`src/rtl/scr1_mem_arbiter.sv`:
```
// scr1_mem_arbiter: shares one SCR1 memory port between imem and dmem.
// dmem has fixed priority, bounded by a starvation counter that forces an imem grant.
module scr1_mem_arbiter #(
    parameter int SCR1_ARB_STARVE_LIMIT = 4
) (
    input  logic        rst_n,
    input  logic        clk,
    output logic        imem_req_ack,
    input  logic        imem_req,
    input  logic        imem_cmd,
    input  logic [31:0] imem_addr,
    output logic [31:0] imem_rdata,
    output logic [1:0]  imem_resp,
    output logic        dmem_req_ack,
    input  logic        dmem_req,
    input  logic        dmem_cmd,
    input  logic [1:0]  dmem_width,
    input  logic [31:0] dmem_addr,
    input  logic [31:0] dmem_wdata,
    output logic [31:0] dmem_rdata,
    output logic [1:0]  dmem_resp,
    input  logic        mem_req_ack,
    output logic        mem_req,
    output logic        mem_cmd,
    output logic [1:0]  mem_width,
    output logic [31:0] mem_addr,
    output logic [31:0] mem_wdata,
    input  logic [31:0] mem_rdata,
    input  logic [1:0]  mem_resp
);
    localparam int CW = (SCR1_ARB_STARVE_LIMIT > 0) ? $clog2(SCR1_ARB_STARVE_LIMIT + 1) : 1;
    localparam logic [CW-1:0] LIMIT = CW'(SCR1_ARB_STARVE_LIMIT);

    typedef enum logic {IDLE, BUSY} state_t;

    state_t        state, state_next;
    logic          owner_r;
    logic [CW-1:0] starve_cnt, starve_next;
    logic          arb_en, force_i, win_d, hs;

    always_ff @(posedge clk or negedge rst_n) begin
        if (!rst_n) begin
            state      <= IDLE;
            owner_r    <= 1'b0;
            starve_cnt <= '0;
        end else begin
            state      <= state_next;
            starve_cnt <= starve_next;
            if (hs) owner_r <= win_d;
        end
    end

    always_comb begin
        arb_en       = (state == IDLE) || (mem_resp == 2'b01);
        force_i      = imem_req && (SCR1_ARB_STARVE_LIMIT != 0) && (starve_cnt == LIMIT);
        win_d        = dmem_req && !force_i;
        mem_req      = arb_en && (win_d || imem_req);
        mem_cmd      = win_d ? dmem_cmd : imem_cmd;
        mem_width    = win_d ? dmem_width : 2'b10;
        mem_addr     = win_d ? dmem_addr : imem_addr;
        mem_wdata    = win_d ? dmem_wdata : 32'h0;
        dmem_req_ack = arb_en && win_d && mem_req_ack;
        imem_req_ack = arb_en && !win_d && imem_req && mem_req_ack;
        hs           = mem_req && mem_req_ack;
        // an ERROR or OKAY response ends the transaction unless a new one is accepted
        state_next   = (state == IDLE || mem_resp != 2'b00) ? (hs ? BUSY : IDLE) : BUSY;
        starve_next  = starve_cnt;
        if (hs) starve_next = (win_d && imem_req) ? ((starve_cnt == LIMIT) ? LIMIT : starve_cnt + 1'b1) : '0;
        imem_resp    = (state == BUSY && !owner_r) ? mem_resp : 2'b00;
        dmem_resp    = (state == BUSY && owner_r) ? mem_resp : 2'b00;
        imem_rdata   = mem_rdata;
        dmem_rdata   = mem_rdata;
    end
endmodule

```
`config.mk`:
```
export PLATFORM = sky130hd
export DESIGN_NAME = scr1_mem_arbiter
export DESIGN_NICKNAME = d
export VERILOG_FILES = /design/src/rtl/scr1_mem_arbiter.sv
export SDC_FILE = /design/constraint.sdc
export NUM_CORES = 1
export LEC_CHECK = 0
export CORE_AREA = 5 5 105 107
export CTS_BUF_LIST = sky130_fd_sc_hd__clkbuf_16
export DETAILED_ROUTE_END_ITERATION = 7
export DIE_AREA = 0 0 110 112
export PLACE_DENSITY = 0.72
export SYNTH_ARGS = -nofsm -noshare
export SYNTH_HDL_FRONTEND = slang
export SYNTH_SLANG_ARGS = --single-unit
```
`constraint.sdc`:
```
create_clock -name clk -period 3.1 [get_ports clk]
set_input_delay 0.62 -clock clk [delete_from_list [all_inputs] [get_ports clk]]
set_output_delay 0.62 -clock clk [all_outputs]
set_load 0.005 [all_outputs]
```
==> impl_metrics.tcl <==
set metrics [dict create \
    status "finished, final reports clean" \
    grt.total_usage_pct 10.1 \
    tightest_slew_ns 0.408 \
    critPathMaxFanout 5 \
    timing.slew.headroom_pct 72.8 \
    cap_violations 0 \
    clock_sinks 5 \
    finalHoldViolCount 0 \
    finalWirelength_mm 6.94 \
    via_per_inst 3.93 \
    timing.setup.tns_ns 0 \
    fmax_mhz 342 \
    multi_input_comb_area_sq_um 786 \
    cts_setup_buffers 0 \
    crit-reg2reg-launch "starve_cnt[0]$_DFFE_PN0P_" \
    post-route-period-util_pct 94.3 \
    synth_area_leaders "buf_4 32%, nand2_1 27%, and3_1 15%" \
    ir_worst_vdd_mv 0.227 \
    synth-adder-area-share_pct 1.68 \
    synth_xor_xnor_area_share_pct 0 \
    antenna_found_initial 1 \
    slew_violations 0 \
    numCtsBuffers 3 \
    holdCritPathClass "register to register" \
    cp.buffers_inverters 3 \
    ys_seq_elements 5 \
    cts_root_buffer "clkbuf_16" \
    cpMostUsedCell "clkdlybuf4s50_1" \
    end_kind "output port" \
    path_clk_slew_ns 0.04 \
    h-tree-depth 1 \
    wl_per_cell_microns 13.9 \
    die_x_microns 110 \
    port-buffer-count 180 \
    p_per_area_mw_per_mm2 229 \
    vias 1957 \
    synth_compound_area_share_pct 5.21 \
    muxShareOfSynthArea_pct 0 \
    num-fill-cells 1107 \
    postCtsHoldBufs 0 \
    ios 277 \
    globalRoute.totalOverflow 0 \
    finClkSkew_ns 0.00245 \
    ff_latch_area_sq_um 125 \
    cts_tree "built" \
    cts_resized 0 \
    setup_viol 0 \
    path_class "input pin to output port" \
    fin_crit_ns 2.92 \
    worstSkewPairLatency_ns 0.23 \
    whs_ns 0.520 \
    crit_chain "clkdlybuf4s50_1 -> inv_1 -> o21ai_1 -> nand3_1 -> nor2_2 -> clkdlybuf4s50_1" \
    place.gp.congestion 0.780 \
    synth_top_family_by_area "simple AND/OR/NAND/NOR gates" \
    syn-cell-area_sq_mm 0.00149 \
    yosysSeqAreaShare_pct 8.40 \
    synth_nets 392 \
    r2r_slack_ns 1.58 \
    drt_iter0_markers 50 \
    arrival_ns 2.30 \
    syn_to_final_growth_pct 103 \
    die_y_microns 112 \
    post-dp-hpwl_mm 5.78 \
    grt_max_degree 37 \
    slowest_delay_ns 0.51 \
    start_kind "input pin" \
    coreArea_sq_mm 0.0100 \
    num_rows 37 \
    cp.required_ns 2.48 \
    clock_path_buffers 2 \
    ys_types 24 \
    yosysTopAreaCell "buf_4" \
    die_area_sq_mm 0.0123 \
    drc 0 \
    crit_slowest_cell "clkdlybuf4s50_1" \
    hp-start "starve_cnt[0]$_DFFE_PN0P_" \
    layout.nets 504 \
    grt_pass1_vias 2016 \
    synth_top_area_share_pct 32.2 \
    rsz0062_at_grt "no" \
    critPathTopFamily "buffers and inverters" \
    synthCells 251 \
    final_antenna_net_count 0 \
    syn_area_per_cell_sq_um 5.94 \
    crit_start "mem_resp[0]" \
    first_pass_iters 4 \
    start_util_pct 14.8 \
    grt_pass1_wl_mm 10.1 \
    drive_above_1_share_pct 3.59 \
    p_leak_nw 1.38 \
    n_antenna_cell 0 \
    yosysWarnings 0 \
    yosys.area_share.simple_pct 45.8 \
]
==> cells in the final DEF, fill, tap and decap left out, types with 2 or more instances in the layout <==
cell and n:
clkdlybuf4s50_1 180, ha_1 2, buf_4 4, o2bb2ai_1 3, inv_1 3, nor2_1 5, nand2_1 106, dfrtp_1 5
and3_1 35, nand3_1 2, clkbuf_16 3
==> worst paths after layout <==
check                                             to  depth (start not counted)
max                                     imem_req_ack                          6
max reg2reg                starve_cnt[1]$_DFFE_PN0P_                          6
max in group asynchronous  starve_cnt[2]$_DFFE_PN0P_                          1
min reg2reg                starve_cnt[0]$_DFFE_PN0P_                          1
min in group asynchronous            state$_DFF_PN0_                          1
min                        starve_cnt[0]$_DFFE_PN0P_                          1
==> logic make-up after synthesis <==
logic type               Yosys count
adder cells (fa/ha/maj)            2
flip-flops                         5
AO/OA/AOI/OAI                     10
AND/OR/NAND/NOR                  153
buffers and inverters             81
==> metal layers <==
metal	up-vias	GRT usage, %	share of wire, %
met5	-	0	0.10
met4	2	2.74	2.6
met3	27	5.10	13
met2	127	17.5	47
met1	850	10.8	37
li1	951	-	-
==> state kept, by name, indices dropped and copies added, names as in the netlist <==
name and flops:
owner_r 1, starve_cnt 3, state 1
==> synthesized netlist by cell type <==
| cell | count |
|---|---|
| a21boi_0 | 1 |
| a22o_1 | 1 |
| a32o_1 | 1 |
| and2_4 | 1 |
| and3_1 | 35 |
| buf_2 | 4 |
| buf_4 | 64 |
| buf_6 | 4 |
| clkbuf_1 | 6 |
| dfrtp_1 | 5 |
| ha_1 | 2 |
| inv_1 | 3 |
| nand2_1 | 106 |
| nand2_2 | 1 |
| nand2b_1 | 1 |
| nand3_1 | 2 |
| nand3_2 | 1 |
| nor2_1 | 5 |
| nor2_2 | 1 |
| o211ai_1 | 1 |
| o21a_1 | 1 |
| o21ai_0 | 1 |
| o21ai_1 | 1 |
| o2bb2ai_1 | 3 |
==> report_power, final <==
| group | switching, W | leakage, nW | total (W) | internal [W] |
|---|---|---|---|---|
| Sequential | 0.00000940 | 0.0647 | 0.0000838 | 0.0000744 |
| Combinational | 0.000126 | 1.27 | 0.000393 | 0.000267 |
| Clock | 0.0000467 | 0.0409 | 0.000216 | 0.000169 |
==> layout make-up <==
class / count / area share [%]
sequential: 5 / 4.14
clock buffer: 3 / 2.48
multi-input combinational: 165 / 26.0
timing repair buffer: 185 / 61.2
inverter: 3 / 0.372
clock inverter: 1 / 0.165
tap: 136 / 5.63
==> metrics by stage <==
| step | cells | utilization (%) | instance area (sq um) | power (W) | setup slack [ns] |
|---|---|---|---|---|---|
| 2_1_floorplan | 251 | - | 1490 | 0.000263 | 1.18 |
| 3_3_place_gp | 494 | 29.3 | 2940 | 0.000474 | 0.193 |
| 6_report | 498 | 30.1 | 3020 | 0.000692 | 0.178 |
| 5_1_grt | 498 | 30.1 | 3020 | 0.000736 | 0.0438 |
| 4_1_cts | 498 | 30.1 | 3020 | 0.000698 | 0.139 |
| 3_5_place_dp | 494 | 29.3 | 2940 | 0.000481 | 0.142 |
No activity file was read; power rests on OpenSTA's default activity.
==> edit 1: new RTL, same flow settings <==
Make the reset (`rst_n`) synchronous in one clocked block.
--- a/src/rtl/scr1_mem_arbiter.sv
+++ b/src/rtl/scr1_mem_arbiter.sv
@@ -39,5 +39,5 @@
     logic          arb_en, force_i, win_d, hs;
 
-    always_ff @(posedge clk or negedge rst_n) begin
+    always_ff @(posedge clk) begin
         if (!rst_n) begin
             state      <= IDLE;
Check against the original RTL: differs if rst_n is asserted again (counterexample within 4 cycles, from zero or initial values and one cycle with rst_n low); with rst_n held inactive, the same outputs for 10 cycles.
==> edit 1 against the original RTL <==
- clock power decreased by 4%
- design area unchanged
- critical path depth grew 1
- critical path type unchanged
- sequential cell count unchanged
- combinational power shrank 7.1%
- synthesized area down 2.6%
- setup slack lost 0.018 ns
- critical endpoint is now mem_addr[31]
- total power shrank 7.1%
- worst hold slack lost 0.012 ns
- non-clock buffer count is 1 higher
- routed wire length rose by 4.1%
==> edit 1: results (changes against the original RTL) <==
| Result | This run | Change |
|---|---|---|
| Outcome | complete, no violations |  |
| Final weighted congestion in routability-driven placement | 0.662 | -15% |
| Xor and xnor area share after synthesis | 0 | unchanged |
| Drt initial violations | 68 | +36% |
| Count of distinct cell types in the synthesized netlist | 26 | +8.3% |
| Critical Path Sink | mem_addr[31] |  |
| Fraction of synthesis flops using an asynchronous set or reset pin | 0 | -1.00 |
| Overall fraction of global-route tracks in use | 0.102 | +0.000669 |
| Post-synthesis share of cell area spent on full adders, half adders and majority gates | 0.0172 | +0.000449 |
| Maximum vdd drop | 0.256 mV | +13% |
| Setup Skew | 0.00182 ns | -0.000633 ns |
| Clk buf depth | 2 | unchanged |
| CP Max Fanout | 34 | +29 |
| Compound-gate portion of the synthesized area | 0.0509 | -0.00120 |
| Portion of the post-synthesis area used by sequential elements | 0.0690 | -0.0150 |
| Worst reg2reg path depth | 7 | +1 |
| Placed standard-cell area | 0.00295 sq mm | about the same |
| Worst slew margin relative to its limit | 0.717 | -0.0113 |
| Number of global-route vias before repair | 2032 | +0.79% |
| Hpwl dp | 6.09 mm | +5.3% |
| Cells taking the most area after synthesis | sky130_fd_sc_hd__buf_4 (33%), sky130_fd_sc_hd__nand2_1 (26%), sky130_fd_sc_hd__and3_1 (15%) |  |
| Primary FF master, synth | sky130_fd_sc_hd__dfxtp_1 |  |
| Regs by FF count | starve_cnt x3, owner_r x1, state x1 |  |
| Family of cells with the greatest summed delay on the critical path | buffers and inverters |  |
| Largest net degree at the start of global routing | 38 | +2.7% |
| Leading cell types by count after synthesis | sky130_fd_sc_hd__nand2_1 (102), sky130_fd_sc_hd__buf_4 (64), sky130_fd_sc_hd__and3_1 (35), sky130_fd_sc_hd__clkbuf_1 (7), sky130_fd_sc_hd__buf_2 (6) |  |
| Synth Net Count | 391 | -0.26% |
| Critical R2R Launch | starve_cnt[0] |  |
| First-pass GRT wire length | 10.1 mm | -0.14% |
| Static leakage | 1.37 nW | -0.74% |
| DRT Wirelength | 7.22 mm | +4.1% |
| Path class of the lowest-slack min-delay path | reg -> reg |  |
| Number of filler cells placed in the layout | 1083 | -2.2% |
| Endpoint of the lowest-slack register-to-register path | starve_cnt[0] |  |
| Hold Worst Slack | 0.508 ns | -0.0123 ns |
| Antenna violations before repair | 0 | -1 |
| Post-DR vias/cell | 3.94 | +0.15% |
| Share of cells above drive strength 1 | 0.0331 | -0.00276 |
| Hold path endpoint | starve_cnt[0] |  |
| Beginning of the worst hold path | starve_cnt[0] |  |
| CTS Root Cell | sky130_fd_sc_hd__clkbuf_16 |  |
| Post-CTS setup buffer count | 0 | unchanged |
-- edit 1: metal layers --
layer	GRT usage	wire, um
met4	0.0374	243
met5	0	0
met3	0.0504	1040
met2	0.181	3350
met1	0.100	2590
-- edit 1: cell type report --
class                           instances  area, sq um  area share
Clock buffer                            3         75.1      0.0248
Sequential cell                         5          100      0.0331
Inverter                                3         11.3     0.00372
Multi-Input combinational cell        164          792       0.262
Tap cell                              136          170      0.0563
Clock inverter                          1         3.75     0.00124
Timing Repair Buffer                  186         1870       0.619
-- edit 1: stage by stage --
step	total power, mW	std cells	utilization	worst slack, ns
floorplan	0.227	250	-	1.18
global placement	0.435	494	0.293	0.144
detailed placement	0.439	494	0.293	0.111
CTS	0.651	498	0.301	0.0871
global route	0.678	498	0.301	0.0190
finish	0.643	498	0.301	0.159
-- edit 1: where the power goes --
group | switching (mW) | internal (mW) | total (mW)
clock | 0.0412 | 0.167 | 0.208
sequential | 0.00299 | 0.0673 | 0.0703
combinational | 0.110 | 0.255 | 0.365
total | 0.154 | 0.489 | 0.643
==> edit 2: new RTL, config.mk and constraints unchanged <==
Without the edit above. Change the parameter `SCR1_ARB_STARVE_LIMIT` from 4 to 8.
--- a/src/rtl/scr1_mem_arbiter.sv
+++ b/src/rtl/scr1_mem_arbiter.sv
@@ -2,5 +2,5 @@
 // dmem has fixed priority, bounded by a starvation counter that forces an imem grant.
 module scr1_mem_arbiter #(
-    parameter int SCR1_ARB_STARVE_LIMIT = 4
+    parameter int SCR1_ARB_STARVE_LIMIT = 8
 ) (
     input  logic        rst_n,
Behaviour: not the same (Yosys sat finds a counterexample within 10 cycles, from zero or initial values and one cycle with rst_n low).
==> edit 2 against the original RTL <==
- sequential cell count is 1 higher
- synthesized area rose by 2.8%
- clock skew down 0.0022 ns
- global-route usage increased by 1.1 points
- total power rose by 7.0%
- setup slack worse by 0.12 ns
- routed wire length up 14%
- combinational power grew 9.4%
- critical path depth unchanged
- sequential share of layout area rose by 0.57 points
- clock power shrank 2%
- design area up 5.4%
- highest routed layer is now met4
==> edit 2: results (changes against the original RTL) <==
| Result | This run | Change |
|---|---|---|
| Maximum vdd drop | 0.175 mV | -23% |
| Number of filler cells placed in the layout | 1053 | -4.9% |
| Leading cell types by count after synthesis | sky130_fd_sc_hd__buf_4 (65), sky130_fd_sc_hd__and2_1 (34), sky130_fd_sc_hd__mux2_2 (33), sky130_fd_sc_hd__dfrtp_1 (6), sky130_fd_sc_hd__nand2_1 (6) |  |
| CP Max Fanout | 19 | +14 |
| Setup crit start | dmem_req |  |
| Worst slew margin relative to its limit | 0.788 | +0.0595 |
| Portion of the post-synthesis area used by sequential elements | 0.0980 | +0.0141 |
| Data arrival, critical path | 2.42 ns | +0.12 ns |
| Placed standard-cell area | 0.00303 sq mm | +2.8% |
| Worst reg2reg path depth | 8 | +2 |
| Reg power frac | 0.133 | +0.012 |
| Post-placement setup slack | 0.0458 ns | -0.0964 ns |
| Cells taking the most area after synthesis | sky130_fd_sc_hd__buf_4 (32%), sky130_fd_sc_hd__mux2_2 (24%), sky130_fd_sc_hd__and2_1 (14%) |  |
| Hpwl dp | 6.83 mm | +18% |
| WL per Instance | 17.9 um | +28% |
| Synth Net Count | 326 | -17% |
| Outcome | complete, no violations |  |
| Final weighted congestion in routability-driven placement | 0.714 | -8.4% |
| Power in the clock group | 0.212 mW | -2% |
| R2R Setup Slk | 1.25 ns | -0.33 ns |
| Drt initial violations | 34 | -32% |
| Static leakage | 1.21 nW | -12% |
| Power drawn by the sequential cells | 0.0987 mW | +18% |
| Setup Skew | 0.000274 ns | -0.00218 ns |
| Number of global-route vias before repair | 1908 | -5.4% |
| Hold path endpoint | starve_cnt[3] |  |
| First-pass GRT wire length | 10.6 mm | +5.7% |
==> edit 2: stage by stage <==
stage / utilization / hold slack [ns] / cells
6_report: 0.317 / 0.534 / 442
5_1_grt: 0.317 / 0.548 / 442
4_1_cts: 0.309 / 0.524 / 438
3_5_place_dp: 0.301 / 0.523 / 435
3_3_place_gp: 0.301 / 0.477 / 435
2_1_floorplan: - / 0.324 / 185
==> edit 2: worst max-delay path: stages <==
cell	delay, ns
sky130_fd_sc_hd__clkdlybuf4s50_1	0.49
sky130_fd_sc_hd__a21boi_4	0.20
sky130_fd_sc_hd__buf_12	0.14
sky130_fd_sc_hd__clkbuf_16	0.18
sky130_fd_sc_hd__mux2_2	0.33
sky130_fd_sc_hd__clkdlybuf4s50_1	0.46
==> edit 2: per-layer routing <==
metal	vias to the layer above	share of wire
met3	14	0.12
met1	756	0.33
met4	0	0.015
met5	-	0
met2	155	0.54
li1	786	-
==> edit 2: cells by family (layout without fill, tap and decap cells) <==
| kind of cell | count (synthesis) | after routing | share of synthesized area |
|---|---|---|---|
| AOI/OAI and AO/OA | 14 | 14 | 0.0694 |
| adders and majority gates | 2 | 2 | 0.0163 |
| buffers and inverters | 74 | 195 | 0.361 |
| DFF | 6 | 6 | 0.0980 |
| muxes | 33 | 33 | 0.243 |
| and+or+nand+nor | 56 | 56 | 0.212 |
==> edit 2: what timing repair did <==
action                     in CTS  in global routing
buffers inserted                0                  2
resized for setup               0                  3
setup endpoints to repair       0                 46
==> edit 2: cell type report <==
cell class / instances / area share
inverter: 2 / 0.00235
timing repair buffer: 190 / 0.614
clock buffer: 3 / 0.0235
tap: 136 / 0.0534
sequential: 6 / 0.0471
multi-input combinational: 105 / 0.260
